### config.mk
export PLATFORM = sky130hd
export DESIGN_NAME = beat_sequencer
export DESIGN_NICKNAME = d
export VERILOG_FILES = /design/src/rtl/beat_sequencer.sv
export SDC_FILE = /design/constraint.sdc
export NUM_CORES = 1
export LEC_CHECK = 0
export CELL_PAD_IN_SITES_DETAIL_PLACEMENT = 0
export CELL_PAD_IN_SITES_GLOBAL_PLACEMENT = 1
export CORE_ASPECT_RATIO = 0.6
export CORE_MARGIN = 2
export CORE_UTILIZATION = 43
export CTS_CLUSTER_SIZE = 40
export DETAILED_ROUTE_END_ITERATION = 6
export PLACE_DENSITY_LB_ADDON = 0.2
export SLEW_MARGIN = 20
export SYNTH_ARGS = -nofsm -noshare
export SYNTH_HDL_FRONTEND = slang
export SYNTH_SLANG_ARGS = --single-unit
### constraint.sdc
create_clock -name clk -period 21.8 [get_ports clk]
set_input_delay 6.54 -clock clk [delete_from_list [all_inputs] [get_ports clk]]
set_output_delay 6.54 -clock clk [all_outputs]
set_load 0.01 [all_outputs]
### src/rtl/beat_sequencer.sv
// Tempo-divided beat counter that addresses a combinational song ROM and registers the returned notes.
// Optional articulation gaps between beats are enabled by defining BEAT_SEQ_ARTIC_EN.
module beat_sequencer #(
    parameter int NOTE_W = 4,
    parameter int BEAT_W = 7,
    parameter int DIV_W  = 27,
    parameter int GAP    = 4
) (
    input  logic              clk,
    input  logic              rst_n,
    input  logic              start,
    input  logic              pause,
    input  logic              stop,
    input  logic              loop_en,
    input  logic [BEAT_W-1:0] song_len,
    input  logic [DIV_W-1:0]  tempo_div,
    input  logic [NOTE_W-1:0] rom_left_note,
    input  logic [NOTE_W-1:0] rom_right_note,
    output logic [BEAT_W-1:0] beat_cnt,
    output logic [NOTE_W-1:0] left_note,
    output logic [NOTE_W-1:0] right_note,
    output logic              beat_tick,
    output logic              playing,
    output logic              done
);

`ifdef BEAT_SEQ_ARTIC_EN
    localparam bit ARTIC_EN = 1'b1;
`else
    localparam bit ARTIC_EN = 1'b0;
`endif

    typedef enum logic [1:0] {S_IDLE, S_PLAY, S_PAUSE, S_DONE} state_t;

    state_t              state_q, state_d;
    logic [BEAT_W-1:0]   beat_cnt_q, beat_cnt_d;
    logic [DIV_W-1:0]    div_cnt_q, div_cnt_d;
    logic [NOTE_W-1:0]   left_note_q, left_note_d;
    logic [NOTE_W-1:0]   right_note_q, right_note_d;
    logic                playing_q, playing_d;
    logic                done_q, done_d;

    logic [DIV_W-1:0]    eff_div;
    logic                terminal;
    logic                go;
    logic                gap_mute;

    assign eff_div  = (tempo_div == '0) ? DIV_W'(1) : tempo_div;
    // >= rather than == so a mid-beat tempo reduction ends the beat at once.
    assign terminal = (div_cnt_q >= eff_div - DIV_W'(1));
    assign go       = start && !pause && (song_len != '0);

    always_comb begin
        state_d    = state_q;
        beat_cnt_d = beat_cnt_q;
        div_cnt_d  = div_cnt_q;
        beat_tick  = 1'b0;
        if (stop) begin
            state_d    = S_IDLE;
            beat_cnt_d = '0;
            div_cnt_d  = '0;
        end else begin
            case (state_q)
                S_IDLE, S_DONE: begin
                    if (go) begin
                        state_d    = S_PLAY;
                        beat_cnt_d = BEAT_W'(1);
                        div_cnt_d  = '0;
                    end
                end
                S_PLAY: begin
                    if (pause) begin
                        state_d = S_PAUSE;
                    end else if (terminal) begin
                        div_cnt_d = '0;
                        beat_tick = 1'b1;
                        if (beat_cnt_q < song_len) begin
                            beat_cnt_d = beat_cnt_q + BEAT_W'(1);
                        end else if (loop_en) begin
                            beat_cnt_d = BEAT_W'(1);
                        end else begin
                            beat_cnt_d = '0;
                            state_d    = S_DONE;
                        end
                    end else begin
                        div_cnt_d = div_cnt_q + DIV_W'(1);
                    end
                end
                S_PAUSE: begin
                    if (!pause) begin
                        state_d = S_PLAY;
                    end
                end
                default: state_d = S_IDLE;
            endcase
        end
    end

    // Gap is judged on the next divider value so the silence lines up with div_cnt.
    assign gap_mute = ARTIC_EN && (eff_div > DIV_W'(GAP)) &&
                      (div_cnt_d >= eff_div - DIV_W'(GAP));

    always_comb begin
        left_note_d  = '0;
        right_note_d = '0;
        if ((state_q == S_PLAY) && (state_d == S_PLAY) && !gap_mute) begin
            left_note_d  = rom_left_note;
            right_note_d = rom_right_note;
        end
    end

    assign playing_d = (state_d == S_PLAY);
    assign done_d    = (state_d == S_DONE);

    always_ff @(posedge clk or negedge rst_n) begin
        if (!rst_n) begin
            state_q      <= S_IDLE;
            beat_cnt_q   <= '0;
            div_cnt_q    <= '0;
            left_note_q  <= '0;
            right_note_q <= '0;
            playing_q    <= 1'b0;
            done_q       <= 1'b0;
        end else begin
            state_q      <= state_d;
            beat_cnt_q   <= beat_cnt_d;
            div_cnt_q    <= div_cnt_d;
            left_note_q  <= left_note_d;
            right_note_q <= right_note_d;
            playing_q    <= playing_d;
            done_q       <= done_d;
        end
    end

    assign beat_cnt   = beat_cnt_q;
    assign left_note  = left_note_q;
    assign right_note = right_note_q;
    assign playing    = playing_q;
    assign done       = done_q;

endmodule

# After elaboration in Yosys (flattened, before gate mapping)
# Cells that the tools add are included.
# word_totals
reg_bits	46
# classes
n_eq_ne	8
n_addsub	3
n_reduce_logical	11
n_mux	27
order_cmp	2
# op_table
op	count
2-to-1 mux 27 bit	5
case mux 27 bit (2 select lines)	1
2-to-1 mux 7 bit	5
adder 27 x 1 -> 27 bit, second input constant	1
>= comparator 27 bit	1
zero test 27 bit	1
subtractor 27 x 1 -> 27 bit, second input constant	1
2-to-1 mux 2 bit	7
case mux 7 bit (2 select lines)	1
!= test 3 bit, second input constant	3
2-to-1 mux 4 bit	2
adder 7 x 1 -> 7 bit, second input constant	1
< comparator 7 bit	1
nonzero test 7 bit	1
equality test 2 bit, second input constant	3
case mux 2 bit (3 select lines)	1
2-to-1 mux 1 bit	5
equality test 2 x 1 -> 1 bit, second input constant	2
AND reduction 4 bit	1
logical AND 1 bit	3
AND reduction 3 bit	1
nonzero test 3 bit	1
zero test 2 bit	1
OR reduction 2 bit	1
zero test 1 bit	1

# Logic depth before layout (Yosys ltp)
# depth
depth_word	11
mapped_depth	21
ltp_nobuf	19

# Worst setup path before layout
# OpenSTA, ideal clock, no wires.
# synth_path
kind	input port to output port
from	input tempo_div[17]
to	output beat_tick
t_arrival_ns	10.231
t_required_ns	15.260
slack_ns	5.029
cell_stages	19
path_cell_list	or4_1 nor3b_2 and4_1 a21oi_1 ha_1 nor3b_1 and2_0 buf_2 nand3_1 or2_1 nor3_1 xnor2_1 ha_1 nand4_1 nor4_1 a21oi_1 o2111ai_1 nor2_1 nor3_1
# synth_via
elab_chain_len	8
# synth_lines
element	line	source
start: declaration	16	input logic [DIV_W-1:0] tempo_div,
zero test 27 bit	48	assign eff_div = (tempo_div == '0) ? DIV_W'(1) : tempo_div;
2-to-1 mux 27 bit *	48	
subtractor 27 x 1 -> 27 bit *	50	assign terminal = (div_cnt_q >= eff_div - DIV_W'(1));
>= comparator 27 bit *	50	
2-to-1 mux 1 bit *	74	end else if (terminal) begin
2-to-1 mux 1 bit *	72	if (pause) begin
2-to-1 mux 1 bit *	63	case (state_q)
2-to-1 mux 1 bit *	58	if (stop) begin
end: declaration	22	output logic beat_tick,
# Mark *: on every way between the ends. The rest lies on a longest branch, timed or not.

# Worst setup path in the final report
# Ends and elaborated chain as after synthesis.

==> summary.md <==
| Metric | Value |
|---|---|
| Outcome | `finished, final reports clean` |
| Final period utilization | `84.4%` |
| Hpwl dp | `about 7100 um` |
| TritonCTS sink count | `46` |
| CP max FO | `5` |
| Die X | `about 120 um` |
| Cell Area, Synth | `0.00367 mm^2` |
| HP Class | `reg -> reg` |
| Minimum clock period | `between 15 and 20 ns` |
| Vias in the first global route | `~2,900` |
| Synth Instances | `around 410` |
| Initial core utilization | `a little over two fifths` |
| First-pass GRT wire length | `approximately 15,000 um` |
| Layout cells sized above 1 | `6.68%` |
| Crit path kind | `in -> out` |
| Yosys reg bits | `between 40 and 50` |
| GRT Residual Overflow | `0` |
| Area grow syn2layout | `25.3%` |
| P per Cell Area | `between 50 and 60 mW/mm^2` |
| Max Clk Rate | `~54 MHz` |
| Worst-Margin Slew | `~0.95 ns` |
| Hold Vio Cnt, Final | `0` |
| Critical Path RT | `roughly 15 ns` |
| WL per Instance | `about 15 um` |
| Placed cells | `between 500 and 600` |
| Die footprint | `0.00932 mm^2` |
| Seq/Total Area, Yosys | `a little under a third` |
| R2R setup slack | `18.87 ns` |
| Relative slew slack | `36.4%` |
| Leak | `around 0.0018 uW` |
| Clk_skew | `roughly 0.0061 ns` |
| Hold slack | `~0.55 ns` |
| DR vias | `3,207` |
| # IOs | `66` |
| TNS Setup | `0 ns` |
| Setup violations, final | `0` |
| Max Root-Sink Buffers | `2` |
| N_diodes | `0` |
| Crit path DAT | `between 10 and 15 ns` |
| CP Launch Type | `primary input` |
| CTS H-tree depth | `2` |
| Gpl congestion | `about 0.80` |
| Drt pass-1 iters | `4` |
| Layout fillers | `816` |
| Avg Vias per Cell | `~5.4` |
| TritonCTS clock tree | `yes` |
| Largest net degree at the start of global routing | `between 40 and 50` |
| Fin nets | `about 560` |
| Die Ht | `around 76 um` |
| Syn Nets | `498` |
| Avg Inst Size Synth | `~9 um^2` |
| PortBufs | `65` |
| Final Max Slew Viols | `0` |
| Iteration-0 DRC Markers | `about 180` |
| Hold buffer count at cts | `0` |
| Worst vdd ir | `~0.000034 V` |
| Post-CTS sizing | `0` |
| Root Buffer | `clkbuf_16` |
| Synth Warn # | `0` |
| Antenna violations before repair | `0` |
| Yosys cell types | `54` |
| CORE AREA | `around 0.0084 mm^2` |
| Pwr Total | `251 uW` |
| Crit end category | `output pin` |
| Post-route insts no fill | `around 590` |
| Clk slew on worst S/H paths | `0.06 ns` |
| CTS Buf Count | `5` |
| Routed Wire Length | `between 8000 and 9000 um` |
| Max-cap violations | `0` |
| Unrepaired setup endpoints after global routing | `false` |
| Worst skew pair latency | `between 0.2 and 0.3 ns` |
| Antenna-violating nets left | `0` |
| # DRC | `0` |
| Post-CTS setup buffers | `0` |
| Row count | `26` |
| Gr usage total | `between 20% and 30%` |
## Yosys cell counts, drive strengths merged
library cell / n / area (um^2)
clkbuf: 2 / 7.51
o41a: 1 / 11.3
and3: 8 / 50.1
ha: 38 / 475
dfrtp: 46 / 1150
o2111ai: 2 / 17.5
nor2b: 4 / 25.0
a2111oi: 2 / 42.5
nor3: 12 / 60.1
o32ai: 3 / 26.3
nand2b: 9 / 56.3
nand4: 13 / 81.3
or3: 5 / 31.3
nor3b: 3 / 32.5
nand3: 16 / 80.1
nand2: 35 / 131
a21o: 2 / 15.0
o21a: 2 / 15.0
a21boi: 1 / 7.51
o21ai: 21 / 105
o2111a: 1 / 11.3
a221oi: 1 / 15.0
xnor2: 29 / 254
nor4: 18 / 178
and2: 4 / 25.0
inv: 17 / 63.8
a31oi: 4 / 37.5
nor2: 44 / 165
a21oi: 20 / 104
o31ai: 2 / 15.0
or2b: 1 / 11.3
or4: 3 / 22.5
nand3b: 4 / 30.0
or2: 3 / 18.8
o2bb2ai: 3 / 26.3
o22ai: 1 / 6.26
mux2i: 1 / 10.0
and4: 6 / 52.6
buf: 6 / 38.8
and2b: 1 / 7.51
xor2: 15 / 131
a211oi: 3 / 27.5
## logic make-up (layout without fill, tap and decap cells)
kind of cell    Yosys count  count (layout)  share of synthesized area (%)
flops                    46              46                           31.3
mux                       1               1                          0.272
compound gates           69              69                           13.1
fa+ha+maj                38              38                           12.9
buf+inv                  25              92                           3.00
simple gates            189             189                           28.8
xor+xnor                 44              44                           10.5
## where the power goes
part	total (uW)	internal (uW)	switching [uW]
Combinational	79.9	31.9	48.0
Clock	77.1	45.5	31.6
Sequential	94.2	89.5	4.69
## metal layers
layer / vias up / wire length (um) / share of wire [%] / track usage (%)
li1: 1636 / - / - / -
met1: 1507 / 4970 / 56 / 32.4
met2: 62 / 3540 / 40 / 27.3
met3: 2 / 413 / 4.6 / 4.72
met4: 0 / 15 / 0.17 / 2.65
met5: - / 0 / 0 / 0
## critical path, stage by stage
cell and delay [ns]:
clkdlybuf4s50_1 0.55, or4_1 0.25, nor3b_2 0.08, and4_1 0.24
a21oi_1 0.22, ha_1 0.21, nor3b_1 0.40, and2_0 0.38
nand3_1 0.22, or2_1 0.31, nor3_1 0.19, xnor2_1 0.10
ha_1 0.30, nand4_1 0.13, nor4_1 0.45, a21oi_1 0.15
o2111ai_1 0.19, nor2_1 0.18, nor3_1 0.19, clkdlybuf4s50_1 0.56
## layout by cell type (no fill, tap or decap), types with 6 or more instances in the layout
master,Yosys,final
dfrtp_1,46,46
nor4_2,8,8
inv_1,17,17
and4_1,6,6
xor2_1,15,15
clkdlybuf4s50_1,0,64
and3_1,8,8
nand2_1,35,35
nand3_1,16,16
nor2_1,44,44
o21ai_0,17,17
nor3_1,12,12
a21oi_1,19,19
xnor2_1,29,29
nand4_1,13,13
ha_1,38,38
nand2b_1,9,9
nor4_1,9,9
## path summary, 6_finish.rpt
check	startpoint	endpoint	depth (start not counted)
setup / recovery	tempo_div[17]	beat_tick	20
hold / removal	div_cnt_q[26]	div_cnt_q[26]	2
setup reg to reg	div_cnt_q[21]	beat_cnt[5]	8
hold reg to reg	div_cnt_q[26]	div_cnt_q[26]	2
max in group asynchronous	rst_n	left_note[1]	2
min in group asynchronous	rst_n	div_cnt_q[5]	2
## stage by stage
stage                     util [%]  instance area (um^2)  setup slack, ns
final                         54.8                  4600             3.40
after detailed placement      53.1                  4450             3.46
after floorplan                  -                  3670             5.03
after CTS                     54.8                  4600             3.43
after global placement        53.1                  4450             3.61
after global routing          54.8                  4600             2.95
## cell type report
cell class | instances | area (um^2) | share of cell area, %
clock buffers | 7 | 143 | 3.10
clock inverters | 1 | 5.00 | 0.109
inverters | 17 | 63.8 | 1.39
multi-input cells | 341 | 2440 | 53.0
flip-flops and latches | 46 | 1150 | 25.0
well taps | 112 | 140 | 3.05
repair buffers | 67 | 661 | 14.4
## flip-flops by register name, summed over array words and instances (netlist names)
signal,count
playing,1
left_note,4
done,1
beat_cnt,7
right_note,4
div_cnt_q,27
state_q,2
(Power assumes the default switching activity.)
